File: src/rtl/alu_writeback_pkg.sv
// Shared types for the ALU writeback stage: register data, register index and the condition-flag word.
// Flag bit order is {carry, zero, neg, over}, with carry in the MSB.
package alu_writeback_pkg;

   localparam int REG_W       = 32;
   localparam int REG_INDEX_W = 4;

   typedef logic [REG_W-1:0]       t_reg;
   typedef logic [REG_INDEX_W-1:0] t_reg_index;

   typedef struct packed {
      logic carry;
      logic zero;
      logic neg;
      logic over;
   } t_flags;

   localparam t_flags FLAGS_CLEAR = '{carry: 1'b0, zero: 1'b0, neg: 1'b0, over: 1'b0};

endpackage

File: src/rtl/alu_writeback_wb_queue.sv
// wb_queue: DEPTH-entry FIFO of {index, data} register-file writes, with a head view and an
// optional age-ordered entry view (oldest first) used for forwarding when WB_FORWARD_EN is defined.
module wb_queue
   import alu_writeback_pkg::*;
#(
   parameter  int DEPTH = 2,
   parameter  int IDX_W = REG_INDEX_W,
   localparam int PTR_W = $clog2(DEPTH),
   localparam int CNT_W = PTR_W + 1
) (
   input  logic             clock,
   input  logic             reset_n,
   input  logic             push,
   input  logic [IDX_W-1:0] push_index,
   input  logic [31:0]      push_data,
   input  logic             pop,
   output logic             head_valid,
   output logic [IDX_W-1:0] head_index,
   output logic [31:0]      head_data,
   output logic [CNT_W-1:0] count
`ifdef WB_FORWARD_EN
   ,
   output logic [DEPTH-1:0]            view_vld,
   output logic [DEPTH-1:0][IDX_W-1:0] view_index,
   output logic [DEPTH-1:0][31:0]      view_data
`endif
);

   localparam logic [CNT_W-1:0] FULL = CNT_W'(DEPTH);

   logic [IDX_W-1:0] mem_index [DEPTH];
   t_reg             mem_data  [DEPTH];
   logic [PTR_W-1:0] rd_ptr;
   logic [PTR_W-1:0] wr_ptr;
   logic [CNT_W-1:0] cnt;
   logic             push_ok;
   logic             pop_ok;

   assign push_ok = push & (cnt != FULL);
   assign pop_ok  = pop & (cnt != '0);

   // DEPTH is a power of two, so the pointers wrap by plain overflow.
   always_ff @(posedge clock or negedge reset_n) begin
      if (!reset_n) begin
         rd_ptr <= '0;
         wr_ptr <= '0;
         cnt    <= '0;
         for (int i = 0; i < DEPTH; i++) begin
            mem_index[i] <= '0;
            mem_data[i]  <= '0;
         end
      end else begin
         if (push_ok) begin
            mem_index[wr_ptr] <= push_index;
            mem_data[wr_ptr]  <= push_data;
            wr_ptr            <= wr_ptr + PTR_W'(1);
         end
         // Popped slots are zeroed so an empty queue presents zero on the head outputs.
         if (pop_ok) begin
            mem_index[rd_ptr] <= '0;
            mem_data[rd_ptr]  <= '0;
            rd_ptr            <= rd_ptr + PTR_W'(1);
         end
         case ({push_ok, pop_ok})
            2'b10:   cnt <= cnt + CNT_W'(1);
            2'b01:   cnt <= cnt - CNT_W'(1);
            default: cnt <= cnt;
         endcase
      end
   end

   assign head_valid = (cnt != '0);
   assign head_index = mem_index[rd_ptr];
   assign head_data  = mem_data[rd_ptr];
   assign count      = cnt;

`ifdef WB_FORWARD_EN
   always_comb begin
      view_vld   = '0;
      view_index = '0;
      view_data  = '0;
      for (int i = 0; i < DEPTH; i++) begin
         view_vld[i]   = (CNT_W'(i) < cnt);
         view_index[i] = mem_index[rd_ptr + PTR_W'(i)];
         view_data[i]  = mem_data[rd_ptr + PTR_W'(i)];
      end
   end
`endif

endmodule

File: src/rtl/alu_writeback.sv
// alu_writeback: commits ALU results into a write queue and holds the architectural flag register.
// Optional macro WB_FORWARD_EN adds fwd_index/fwd_hit/fwd_data lookup into the queued writes.
module alu_writeback
   import alu_writeback_pkg::*;
#(
   parameter  int DEPTH       = 2,
   parameter  int REG_INDEX_W = alu_writeback_pkg::REG_INDEX_W,
   localparam int CNT_W       = $clog2(DEPTH) + 1
) (
   input  logic                   clock,
   input  logic                   reset_n,
   input  logic                   in_valid,
   output logic                   in_ready,
   input  logic [31:0]            in_result,
   input  logic [3:0]             in_flags,
   input  logic                   in_flags_en,
   input  logic                   in_write_en,
   input  logic [REG_INDEX_W-1:0] in_index,
   output logic                   wb_valid,
   input  logic                   wb_ready,
   output logic [REG_INDEX_W-1:0] wb_index,
   output logic [31:0]            wb_data,
   output logic [3:0]             flags,
   output logic [CNT_W-1:0]       count
`ifdef WB_FORWARD_EN
   ,
   input  logic [REG_INDEX_W-1:0] fwd_index,
   output logic                   fwd_hit,
   output logic [31:0]            fwd_data
`endif
);

   localparam logic [CNT_W-1:0] FULL = CNT_W'(DEPTH);

   function automatic t_flags flags_next(input t_flags cur, input logic [3:0] upd, input logic load);
      return load ? t_flags'(upd) : cur;
   endfunction

   logic       accept_p0;
   logic       push_p0;
   logic       pop_p0;
   t_flags     flags_d;
   t_flags     flags_p1;
   logic [CNT_W-1:0] q_count;

`ifdef WB_FORWARD_EN
   logic [DEPTH-1:0]                  view_vld;
   logic [DEPTH-1:0][REG_INDEX_W-1:0] view_index;
   logic [DEPTH-1:0][31:0]            view_data;
`endif

   // Acceptance stage: in_ready depends only on occupancy, never on wb_ready.
   assign in_ready  = (q_count != FULL);
   assign accept_p0 = in_valid & in_ready;
   assign push_p0   = accept_p0 & in_write_en;
   assign pop_p0    = wb_valid & wb_ready;
   assign flags_d   = flags_next(flags_p1, in_flags, accept_p0 & in_flags_en);

   always_ff @(posedge clock or negedge reset_n) begin
      if (!reset_n) begin
         flags_p1 <= FLAGS_CLEAR;
      end else begin
         flags_p1 <= flags_d;
      end
   end

   assign flags = flags_p1;
   assign count = q_count;

   // Commit stage: register-file writes leave from the queue head only.
   wb_queue #(
      .DEPTH (DEPTH),
      .IDX_W (REG_INDEX_W)
   ) u_queue (
      .clock      (clock),
      .reset_n    (reset_n),
      .push       (push_p0),
      .push_index (in_index),
      .push_data  (in_result),
      .pop        (pop_p0),
      .head_valid (wb_valid),
      .head_index (wb_index),
      .head_data  (wb_data),
      .count      (q_count)
`ifdef WB_FORWARD_EN
      ,
      .view_vld   (view_vld),
      .view_index (view_index),
      .view_data  (view_data)
`endif
   );

`ifdef WB_FORWARD_EN
   // View is oldest-first, so the last match scanned is the youngest write to that register.
   always_comb begin
      fwd_hit  = 1'b0;
      fwd_data = '0;
      for (int i = 0; i < DEPTH; i++) begin
         if (view_vld[i] && (view_index[i] == fwd_index)) begin
            fwd_hit  = 1'b1;
            fwd_data = view_data[i];
         end
      end
   end
`endif

endmodule

File: config.mk
export PLATFORM = sky130hd
export DESIGN_NAME = alu_writeback
export DESIGN_NICKNAME = d
export VERILOG_FILES = /design/src/rtl/alu_writeback_pkg.sv /design/src/rtl/alu_writeback_wb_queue.sv /design/src/rtl/alu_writeback.sv
export SDC_FILE = /design/constraint.sdc
export NUM_CORES = 1
export LEC_CHECK = 0
export CAP_MARGIN = 0
export CORE_MARGIN = 2
export CORE_UTILIZATION = 52
export CTS_BUF_LIST = sky130_fd_sc_hd__clkbuf_8
export DETAILED_ROUTE_END_ITERATION = 10
export PLACE_DENSITY = 0.82
export SKIP_CTS_REPAIR_TIMING = 1
export SLEW_MARGIN = 15
export SYNTH_ARGS = -nofsm -noshare
export SYNTH_HDL_FRONTEND = slang
export SYNTH_SLANG_ARGS = --single-unit
File: constraint.sdc
create_clock -name clock -period 2.28 [get_ports clock]
set_clock_uncertainty 0.15 [all_clocks]
set_input_delay 0.342 -clock clock [delete_from_list [all_inputs] [get_ports clock]]
set_output_delay 0.342 -clock clock [all_outputs]
set_load 0.05 [all_outputs]
==> results.py <==
metrics = {
    "status": {
        "status": "finished clean",
    },
    "sta": {
        "setup_tns_ns": 0,
        "worst_pin_slew_ns": 0.806,
        "slew_violations": 0,
        "period_share": 0.930,
        "slew_headroom": 0.462,
        "setup_violations": 0,
        "fmax_mhz": 471,
        "hold_viol_final": 0,
        "layout_setup_ws_ns": 0.159,
        "post-route-min-period_ns": 2.12,
        "rsz0062_at_grt": "false",
    },
    "yosys": {
        "ys_warn_count": 0,
        "synth.avg_cell_area_um2": 10.1,
        "synth_top_cell_by_area": "dfrtp_1",
        "ys_ff_latch": 80,
        "synth_area_leaders": "dfrtp_1 48%, o31ai_1 13%, nand4_1 11%, a21oi_1 8.6%, mux2_1 5.4%",
        "synthCells": 413,
        "synth_fp_nets": 460,
        "synth_top_cell_area_share": 0.479,
        "synth_cell_type_count": 24,
        "yosysSeqAreaShare": 0.479,
        "netlist_area_mm2": 0.00418,
    },
    "clock_network": {
        "htree_num_levels": 3,
        "root_buffer": "clkbuf_8",
        "clk_pin_slew_ns": 0.09,
        "numClockSinks": 80,
        "numCtsBuffers": 9,
        "cts_tree": "done",
        "clk_latency_ns": 0.34,
        "cts_buffer_depth": 2,
    },
    "global_route": {
        "grt_overflow": 0,
        "grt_pass1_wl_um": 18300,
        "grt_pass1_vias": 3623,
        "grtUsageTotal": 0.260,
        "grt_max_degree": 74,
        "antenna_found_initial": 0,
    },
    "setup_path": {
        "startpoint_type": "flip-flop",
        "cp.required_ns": 1.79,
        "critPathBufInv": 1,
        "crit_arrival_ns": 1.63,
        "crit_type": "flip-flop to output pin",
        "crit_path_top_delay_cell": "clkdlybuf4s50_1",
        "crit_path_end_kind": "output pin",
        "crit_chain": "clkdlybuf4s50_1",
        "cpLargestDelayFamily": "buffers and inverters",
        "slowest_delay_ns": 0.84,
        "crit_fanout": 5,
    },
    "place": {
        "gp_congestion": 0.769,
        "hpwlAfterDp_um": 6650,
        "dp_slack_ns": 0.249,
        "port_buffers": 89,
        "place_area_mm2": 0.00504,
    },
    "pwr": {
        "power_density_mw_per_mm2": 1650,
        "ir_worst_vdd_mv": 1.05,
        "p_leak_nw": 2.21,
    },
    "cells_and_area": {
        "diodes": 0,
        "mostFrequentLayoutCell": "dfrtp_1",
        "finish.instance_area_mm2": 0.00523,
        "nFillCells": 623,
        "final_cell_mix": "78 x dfrtp_1, 72 x nand4_1, 72 x o31ai_1, 72 x a21oi_1, 51 x buf_4",
        "drive_above_1_share": 0.208,
        "areaGrowthSynthToFinish_pct": 25.0,
        "nets": 519,
    },
    "floorplanning": {
        "ioPinCount": 90,
        "coreArea_mm2": 0.00777,
        "start_util": 0.538,
        "rows": 32,
        "dieArea_mm2": 0.00878,
        "die_y_um": 93.7,
        "die_w_um": 93.7,
    },
    "routing": {
        "postRouteAntennaNets": 0,
        "finalWirelength_um": 11100,
        "drc": 0,
        "viasPerCell": 6.50,
        "vias": 3761,
        "drtPass1Iterations": 5,
        "detail_route.wl_per_cell_um": 19.2,
        "drt-initial-drc-count": 315,
    },
    "min_path": {
        "min_path_type": "flip-flop to flip-flop",
    },
    "run": {
        "maxCapViolCount": 0,
    },
}
[registers in the layout, indices dropped and copies added (netlist names)]
register / flops
u_queue.count: 2
u_queue.rd_ptr: 1
flags: 4
u_queue.wr_ptr: 1
u_queue.mem_index: 8
u_queue.mem_data: 64
[final cells by class]
cell class / instances / area, um^2 / area share
Inverter: 3 / 11.3 / 0.00215
Sequential cell: 80 / 2000 / 0.383
Timing Repair Buffer: 106 / 976 / 0.187
Clock buffer: 9 / 124 / 0.0237
Multi-Input combinational cell: 272 / 1940 / 0.371
Tap cell: 102 / 128 / 0.0244
Clock inverter: 7 / 47.5 / 0.00909
[Yosys cell counts]
| library cell | n |
|---|---|
| nand4_1 | 72 |
| buf_2 | 13 |
| ha_1 | 1 |
| xor2_1 | 1 |
| mux2_1 | 20 |
| xnor2_1 | 4 |
| mux2_2 | 16 |
| nor2_1 | 1 |
| nor2_2 | 1 |
| inv_1 | 1 |
| and2_1 | 1 |
| o31ai_1 | 72 |
| buf_4 | 2 |
| o21ai_1 | 1 |
| nand2_1 | 2 |
| or2_1 | 1 |
| clkbuf_1 | 41 |
| inv_2 | 2 |
| and3_1 | 2 |
| nor2b_1 | 1 |
| a21oi_1 | 72 |
| dfrtp_1 | 80 |
| mux2_4 | 4 |
| buf_1 | 2 |
[through the flow]
stage                     instances  utilization  power [mW]  hold WS, ns
after global placement          562        0.649        7.55        0.232
after detailed placement        562        0.649        7.68        0.234
final                           579        0.673        8.62        0.384
after floorplan                 413            -        6.21       -0.104
after global routing            579        0.673        9.10        0.389
after CTS                       578        0.672        8.62       -0.139
[final timing paths]
kind / to / from / depth (start not counted) / slack, ns
worst min register to register: flags[2] / flags[2] / 1 / 0.38
worst max register to register: u_queue.mem_data[47] / u_queue.count[1] / 4 / 0.37
min in group asynchronous: u_queue.mem_data[31] / reset_n / 2 / 0.40
worst min-delay path: flags[2] / flags[2] / 1 / 0.38
max in group asynchronous: u_queue.mem_data[45] / reset_n / 3 / 0.99
worst max-delay path: count[1] / u_queue.count[1] / 1 / 0.16
[metal layers]
layer | GRT usage | vias up | part of all wire
met5 | 0 | - | 0
met2 | 0.401 | 165 | 0.50
li1 | - | 1719 | -
met4 | 0.0713 | 0 | 0.0089
met3 | 0.0353 | 12 | 0.061
met1 | 0.387 | 1865 | 0.43
[power by group]
group / internal (mW) / total, mW / switching [mW]
clock: 0.395 / 0.936 / 0.540
sequential: 2.09 / 2.47 / 0.378
combinational: 1.70 / 5.22 / 3.52
[cells by family after synthesis]
logic type | Yosys count | synth area share
compound gates | 145 | 0.217
xor+xnor | 5 | 0.0105
fa+ha+maj | 1 | 0.00299
buf+inv | 61 | 0.0604
flops | 80 | 0.479
mux | 40 | 0.111
simple gates | 81 | 0.119
No activity file was read; power rests on OpenSTA's default activity.
